--- src/rtl/pll_reconfig_ctrl.sv ---
// PLL reconfiguration and lock supervision controller.
// Programs the PLL for NTSC or PAL timing over the reconfig block's
// Avalon-MM management port and holds the core in reset until lock is stable.
module pll_reconfig_ctrl #(
  parameter int unsigned LOCK_STABLE    = 1024,
  parameter int unsigned LOCK_TIMEOUT   = 1048576,
  parameter int unsigned PLL_RST_CYCLES = 16,
  parameter int unsigned SETTLE_CYCLES  = 16,
  parameter logic [31:0] NTSC_M         = 32'h0000_0404,
  parameter logic [31:0] NTSC_K         = 32'hB851_EB85,
  parameter logic [31:0] NTSC_C0        = 32'h0000_0505,
  parameter logic [31:0] PAL_M          = 32'h0000_0505,
  parameter logic [31:0] PAL_K          = 32'h1EB8_51EC,
  parameter logic [31:0] PAL_C0         = 32'h0000_0606
) (
  input  logic        clk,
  input  logic        reset_n,
  input  logic        mode_sel,
  input  logic        pll_locked,
  output logic [5:0]  mgmt_address,
  output logic        mgmt_write,
  output logic [31:0] mgmt_writedata,
  input  logic        mgmt_waitrequest,
  output logic        pll_rst,
  output logic        core_reset_n,
  output logic        active_mode,
  output logic        busy,
  output logic        done,
  output logic        lock_error
);

  localparam int unsigned CNT_MAX = (SETTLE_CYCLES > PLL_RST_CYCLES) ? SETTLE_CYCLES : PLL_RST_CYCLES;
  localparam int unsigned CW      = $clog2(CNT_MAX + 1);
  localparam int unsigned SW      = $clog2(LOCK_STABLE + 1);
  localparam int unsigned TW      = $clog2(LOCK_TIMEOUT + 1);

  typedef enum logic [2:0] {
    IDLE,
    WRITE,
    SETTLE,
    WAIT_LOCK,
    PLL_RESET
  } state_t;

  state_t          state;
  state_t          state_next;
  logic            mode_s1;
  logic            mode_s2;
  logic            lock_s1;
  logic            lock_s2;
  logic            tgt;
  logic [2:0]      idx;
  logic            gap;
  logic [CW-1:0]   cnt;
  logic [SW-1:0]   stable_cnt;
  logic [TW-1:0]   tmo_cnt;

  logic beat_done;
  logic last_beat;
  logic settle_hit;
  logic prst_hit;
  logic stable_hit;
  logic tmo_hit;

  assign beat_done  = (state == WRITE) && !gap && !mgmt_waitrequest;
  assign last_beat  = (idx == 3'd4);
  assign settle_hit = (cnt == CW'(SETTLE_CYCLES - 1));
  assign prst_hit   = (cnt == CW'(PLL_RST_CYCLES - 1));
  assign stable_hit = lock_s2 && (stable_cnt == SW'(LOCK_STABLE - 1));
  assign tmo_hit    = (tmo_cnt == TW'(LOCK_TIMEOUT - 1));

  // Two-stage synchronizers for the asynchronous mode request and lock inputs
  always_ff @(posedge clk or negedge reset_n) begin
    if (!reset_n) begin
      mode_s1 <= 1'b0;
      mode_s2 <= 1'b0;
      lock_s1 <= 1'b0;
      lock_s2 <= 1'b0;
    end else begin
      mode_s1 <= mode_sel;
      mode_s2 <= mode_s1;
      lock_s1 <= pll_locked;
      lock_s2 <= lock_s1;
    end
  end

  // State register
  always_ff @(posedge clk or negedge reset_n) begin
    if (!reset_n) begin
      state <= WAIT_LOCK;
    end else begin
      state <= state_next;
    end
  end

  // Next-state logic; lock loss beats a mode change, stable lock beats timeout
  always_comb begin
    state_next = state;
    unique case (state)
      IDLE: begin
        if (!lock_s2) begin
          state_next = WAIT_LOCK;
        end else if (mode_s2 != active_mode) begin
          state_next = WRITE;
        end
      end
      WRITE:     if (beat_done && last_beat) state_next = SETTLE;
      SETTLE:    if (settle_hit) state_next = WAIT_LOCK;
      WAIT_LOCK: begin
        if (stable_hit) begin
          state_next = IDLE;
        end else if (tmo_hit) begin
          state_next = PLL_RESET;
        end
      end
      PLL_RESET: if (prst_hit) state_next = WAIT_LOCK;
      default:   state_next = WAIT_LOCK;
    endcase
  end

  // Counters, write sequencing, mode tracking and status flags
  always_ff @(posedge clk or negedge reset_n) begin
    if (!reset_n) begin
      tgt         <= 1'b0;
      idx         <= '0;
      gap         <= 1'b0;
      cnt         <= '0;
      stable_cnt  <= '0;
      tmo_cnt     <= '0;
      active_mode <= 1'b0;
      done        <= 1'b0;
      lock_error  <= 1'b0;
    end else begin
      // Counters idle at zero outside their state so every entry starts clean
      cnt <= (state == SETTLE || state == PLL_RESET) ? cnt + 1'b1 : '0;
      if (state == WAIT_LOCK) begin
        stable_cnt <= lock_s2 ? stable_cnt + 1'b1 : '0;
        tmo_cnt    <= tmo_cnt + 1'b1;
      end else begin
        stable_cnt <= '0;
        tmo_cnt    <= '0;
      end

      done <= (state == WAIT_LOCK) && stable_hit;

      if (state == WAIT_LOCK) begin
        if (stable_hit) begin
          lock_error <= 1'b0;
        end else if (tmo_hit) begin
          lock_error  <= 1'b1;
          active_mode <= 1'b0;
        end
      end

      if (state == IDLE && lock_s2 && (mode_s2 != active_mode)) begin
        tgt <= mode_s2;
        idx <= '0;
        gap <= 1'b0;
      end

      // One idle cycle separates consecutive write beats
      if (state == WRITE) begin
        if (gap) begin
          gap <= 1'b0;
        end else if (beat_done) begin
          if (last_beat) begin
            active_mode <= tgt;
          end else begin
            idx <= idx + 3'd1;
            gap <= 1'b1;
          end
        end
      end
    end
  end

  // Output decode: management bus from the write table, reset and status lines
  always_comb begin
    mgmt_write     = 1'b0;
    mgmt_address   = '0;
    mgmt_writedata = '0;
    if (state == WRITE) begin
      mgmt_write = !gap;
      case (idx)
        3'd0: begin
          mgmt_address   = 6'd0;
          mgmt_writedata = '0;
        end
        3'd1: begin
          mgmt_address   = 6'd4;
          mgmt_writedata = tgt ? PAL_M : NTSC_M;
        end
        3'd2: begin
          mgmt_address   = 6'd7;
          mgmt_writedata = tgt ? PAL_K : NTSC_K;
        end
        3'd3: begin
          mgmt_address   = 6'd5;
          mgmt_writedata = tgt ? PAL_C0 : NTSC_C0;
        end
        default: begin
          mgmt_address   = 6'd2;
          mgmt_writedata = '0;
        end
      endcase
    end
    pll_rst      = (state == PLL_RESET);
    core_reset_n = (state == IDLE);
    busy         = (state != IDLE);
  end

endmodule

--- config.mk ---
export PLATFORM = sky130hd
export DESIGN_NAME = pll_reconfig_ctrl
export DESIGN_NICKNAME = d
export VERILOG_FILES = /design/src/rtl/pll_reconfig_ctrl.sv
export SDC_FILE = /design/constraint.sdc
export NUM_CORES = 1
export LEC_CHECK = 0
export BUFFER_PORTS_ARGS = -buffer_cell sky130_fd_sc_hd__clkbuf_2
export CORE_ASPECT_RATIO = 1.25
export CORE_UTILIZATION = 50
export CTS_BUF_LIST = sky130_fd_sc_hd__clkbuf_8 sky130_fd_sc_hd__clkbuf_16
export DETAILED_ROUTE_END_ITERATION = 7
export PLACE_DENSITY = 0.76
export REMOVE_ABC_BUFFERS = 1
export SLEW_MARGIN = 20
export SYNTH_ARGS = -nofsm -noshare
export SYNTH_HDL_FRONTEND = slang
export SYNTH_SLANG_ARGS = --single-unit
--- constraint.sdc ---
create_clock -name clk -period 1.85 [get_ports clk]
set_input_delay 0.185 -clock clk [delete_from_list [all_inputs] [get_ports clk]]
set_output_delay 0.185 -clock clk [all_outputs]
set_load 0.02 [all_outputs]
== Yosys cells after proc, flatten, opt, wreduce, memory -nomap -nowiden ==
Cells that the tools add are included.

* Bits in registers: 52
* Latch bits: 0
* Memory bits (writable): 0
* Bits in read-only memories: 0
* Input port bits: 5
* Output and inout port bits: 45
* Memories kept: 0

* $add $sub $neg: 4
* Multiply operators: 0
* Div/mod/pow operators: 0
* $lt $le $gt $ge: 0
* Eq/ne operators: 16
* Shifts and indexed selects: 0
* Multiplexer cells: 38
* Bitwise operators: 0
* Reduce and logical (&&, ||, !) cells: 17

{| class="wikitable"
|+ Operators by type and width
! operator !! count
|-
| 32-bit one-hot mux with 3 select lines || 1
|-
| 32-bit two-way mux || 2
|-
| 3-bit two-way mux || 12
|-
| 3-bit one-hot mux with 4 select lines || 2
|-
| 11-bit two-way mux || 2
|-
| 21-bit by 1-bit adder with 21-bit output, second input constant || 1
|-
| 21-bit by 20-bit == test with 1-bit output, second input constant || 1
|-
| 21-bit two-way mux || 1
|-
| 1-bit two-way mux || 15
|-
| 3-bit by 2-bit == test with 1-bit output, second input constant || 4
|-
| 11-bit by 1-bit adder with 11-bit output, second input constant || 1
|-
| 11-bit by 10-bit == test with 1-bit output, second input constant || 1
|-
| 10-bit two-way mux || 1
|-
| 9-bit two-way mux || 1
|-
| 1-bit logical AND || 7
|-
| 3-bit by 1-bit == test with 1-bit output, second input constant || 2
|-
| 3-bit == test, second input constant || 2
|-
| 3-bit logical NOT || 2
|-
| 5-bit by 1-bit adder with 5-bit output, second input constant || 1
|-
| 5-bit by 4-bit == test with 1-bit output, second input constant || 1
|-
| 5-bit two-way mux || 1
|-
| 2-bit by 1-bit inequality test with 1-bit output, second input constant || 2
|-
| 4-bit AND reduction || 1
|-
| 3-bit by 1-bit adder with 3-bit output, second input constant || 1
|-
| other kinds (9) || 10
|}

== Longest topological paths before layout ==
* Word-level depth: 8
* Gate-level depth with buffers: 7
* Mapped depth without buffers: 6

== Least setup slack after synthesis ==
Ideal clock, no wire load.

* Path type: reg-to-output
* From: register state[0]
* To: output mgmt_writedata[12]
* Data arrival time: 1.930 ns
* Data required time: 1.665 ns
* Path slack: -0.265 ns
* Stages on the path, launching flop included: 6
* Path buffers: 1
* Path through: dfstp_2 nor2b_1 nor2b_1 nand3_1 nor2_1 buf_4

* Word-level cells in the longest chain between the ends: 2

{| class="wikitable"
|+ RTL lines
! element !! line !! source
|-
| start, declared || 45 || <nowiki>state_t state;</nowiki>
|-
| start signal, assigned || 92 || <nowiki>state <= state_next;</nowiki>
|-
| 3-bit by 1-bit == test with 1-bit output || 182 || <nowiki>if (state == WRITE) begin</nowiki>
|-
| 32-bit two-way mux || 182 ||
|-
| end, declared || 22 || <nowiki>output logic [31:0] mgmt_writedata,</nowiki>
|}

Every way passes these cells.

== Final worst setup path ==
* From: register state[0]
* To: output mgmt_writedata[8]

Same word-level chain as after synthesis.

==> impl_metrics.yaml <==
status:
  status: "complete, but fails checks"
  violations: "hold timing, setup timing"
routing:
  m1WireLength_mm: 2.109
  drt_pass1_iterations: 4
  drc: 0
  vias: 2009
  wl_met2_mm: 3.058
  top_layer_used: "met4"
  met3_length_um: 222
  ant_nets: 0
  drt-total-wl_mm: 5.491
  wl_per_cell_um: 14.12
  drt_iter0_markers: 120
  vias_per_cell: 5.165
layout:
  drive_gt1_share_pct: 29.36
  nNetsFinal: 340
  fill_cells: 386
  insertedDiodeCount: 0
  utilization_pct: 65.37
  area_delta_synth_final_pct: 24.63
  design_area_sq_um: 3368
cts:
  cts_root_buf: "clkbuf_8"
  cts_sinks: 52
  cts_tree: "done"
  htreeDepth: 2
  cts_buffers: 5
  clk_latency_ps: 300
  clk_pin_slew_ps: 100
  clock_path_buffers: 2
floorplanning:
  start_util_pct: 52.45
  rows: 29
  fp.dieW_um: 67.76
  core_sq_um: 5152
  ios: 50
  dieHeight_um: 84.20
  die_area_sq_um: 5705
worst_setup_path:
  arrival_ps: 1810
  worst_setup_path_end_kind: "output pin"
  cp.required_ps: 1660
  path_class: "flip-flop to output pin"
  start_kind: "flip-flop"
  cp_max_fo: 9
sta:
  clock.fmax_ghz: 0.5005
  drv_slew: 0
  hold_violations: 42
  whs_ps: -9.907
  fin_crit_ps: 1998
  fin_crit_sh_pct: 108.0
  tightestPinTransition_ps: 631.3
  final-setup-viol-count: 28
  grt_setup_unrepaired: "true"
  slew_headroom_pct: 57.92
  clock-skew-final_ps: 9.696
  layout_setup_ws_ps: -148.2
logic_synthesis:
  synth_edf_count: 0
  yosys.area_share.xor_xnor_pct: 10.37
  ys_seq_area_share_pct: 48.24
  yosys-top-cells-area: "dfrtp_1 46%, buf_4 7.5%, nor2_1 6.9%"
  synth_area_leader_cell: "dfrtp_1"
  synth_cell_types: 42
  ys.warnings.count: 0
  synth-seq-cells: 52
  syn_area_per_cell_sq_um: 9.584
  synthFlopType: "dfrtp_1"
  yosys.area_share.simple_pct: 20.83
  synth_common_cells: "50 x dfrtp_1, 50 x nor2_1, 27 x buf_4, 21 x nand2_1, 21 x xor2_1"
  synthAdderAreaFrac_pct: 4.167
  synth_compound_area_share_pct: 5.324
  synthArstFlopShare_pct: 100.0
  syn_inst: 282
  yosysTopAreaCellShare_pct: 46.30
  synth_top_family_by_area: "simple AND/OR/NAND/NOR gates"
  syn_area_sq_um: 2703
  synth.area.mux_share_pct: 0.7407
place:
  place_area_sq_um: 2887
  place.gp.congestion: 0.7907
  dpl_worst_slack_ps: 2.726
  dp_hpwl_mm: 3.462
  io_buffer_count: 41
run:
  maxCapViolations: 0
power:
  p_leak_nw: 1.585
  peakVddDrop_mv: 0.6019
  power_density_nw_per_um2: 606.0
grt:
  grt_start_max_net_pins: 53
  grt-ovfl-total: 0
  grt_pass1_vias: 1990
  grt_pass1_wl_mm: 8.362
  grt_antenna_before_repair: 0
  track_usage_pct: 19.21
min_path:
  min_path_type: "input port to asynchronous set/reset pin"
-- metal layers --
metal	GRT usage, %	up-vias
met5	0	-
met4	7.157	0
met3	2.989	13
met2	35.46	74
met1	21.12	938
li1	-	984
-- critical path, cell delays in order, from the launching register on --
cell and delay [ps]:
dfstp_2 540, buf_4 110, or3b_4 450, o21ai_1 200, clkbuf_4 200
-- flip-flops by register name, indices dropped and copies added (netlist names) --
| signal | count |
|---|---|
| mode_s2 | 1 |
| state | 3 |
| stable_cnt | 11 |
| active_mode | 1 |
| idx | 3 |
| lock_error | 1 |
| tgt | 1 |
| gap | 1 |
| cnt | 5 |
| done | 1 |
| mode_s1 | 1 |
| tmo_cnt | 21 |
| lock_s1 | 1 |
| lock_s2 | 1 |
-- cell usage in the layout, fill, tap and decap left out, types with 2 or more instances in the layout --
master | synthesis | layout
a21oi_1 | 5 | 3
and2_1 | 2 | 2
and3_1 | 6 | 6
buf_2 | 1 | 4
buf_4 | 27 | 20
buf_6 | 0 | 9
buf_8 | 0 | 8
clkbuf_2 | 0 | 11
clkbuf_4 | 0 | 5
clkbuf_8 | 0 | 10
conb_1 | 1 | 8
dfrtp_1 | 50 | 50
dfstp_2 | 2 | 2
ha_1 | 9 | 5
ha_2 | 0 | 3
inv_1 | 14 | 13
mux2i_1 | 2 | 2
nand2_1 | 21 | 20
nand3_1 | 11 | 9
nand4_1 | 7 | 7
nor2_1 | 50 | 47
nor2_4 | 0 | 3
nor2b_4 | 0 | 2
nor3_1 | 6 | 6
o21ai_0 | 8 | 7
xnor2_1 | 11 | 11
xor2_1 | 21 | 21
-- power by group --
group	total, mW	leakage (nW)	switching, mW	internal, mW
registers	1.16	0.686	0.0106	1.15
logic	0.0757	0.838	0.0548	0.0209
clock network	0.808	0.0614	0.366	0.443
-- final timing paths --
path / startpoint / endpoint / slack [ps] / cells past startpoint
worst max-delay path: state[0] / mgmt_writedata[8] / -150 / 4
worst max register to register: stable_cnt[0] / state[2] / 20 / 6
min in group clk: mode_sel / mode_s1 / 10 / 1
worst min register to register: mode_s1 / mode_s2 / 350 / 0
max in group asynchronous: reset_n / cnt[0] / 1440 / 2
worst min-delay path: reset_n / tmo_cnt[19] / -10 / 2
-- through the flow --
step | instances | TNS, ps | total power [mW]
floorplan | 257 | -25980 | 1.208
global placement | 373 | 0 | 1.244
detailed placement | 373 | 0 | 1.246
CTS | 388 | -855.4 | 2.053
global route | 389 | -2957 | 2.120
finish | 389 | -1141 | 2.041
-- final cells by class --
type	count	area, sq um	area share [%]
sequential	52	1304	38.71
multi-input combinational	191	1261	37.44
timing repair buffer	62	549.3	16.31
clock buffer	6	82.58	2.452
tap	62	77.57	2.303
inverter	14	55.05	1.634
clock inverter	2	38.79	1.152
-- kinds of logic after synthesis --
kind of cell / after synthesis
multiplexers: 2
other: 1
adder cells (fa/ha/maj): 9
XOR/XNOR: 32
AO/OA/AOI/OAI: 23
flip-flops: 52
buffers and inverters: 46
AND/OR/NAND/NOR: 117
-- timing repair --
item	4_1_cts	5_1_grt
cloned	1	0
gates resized for setup	38	50
setup buffers	5	1
setup endpoints to repair	31	32
hold endpoints to repair	1	0
hold buffers	1	0
pin swaps	3	3
No activity file was read; power rests on OpenSTA's default activity.
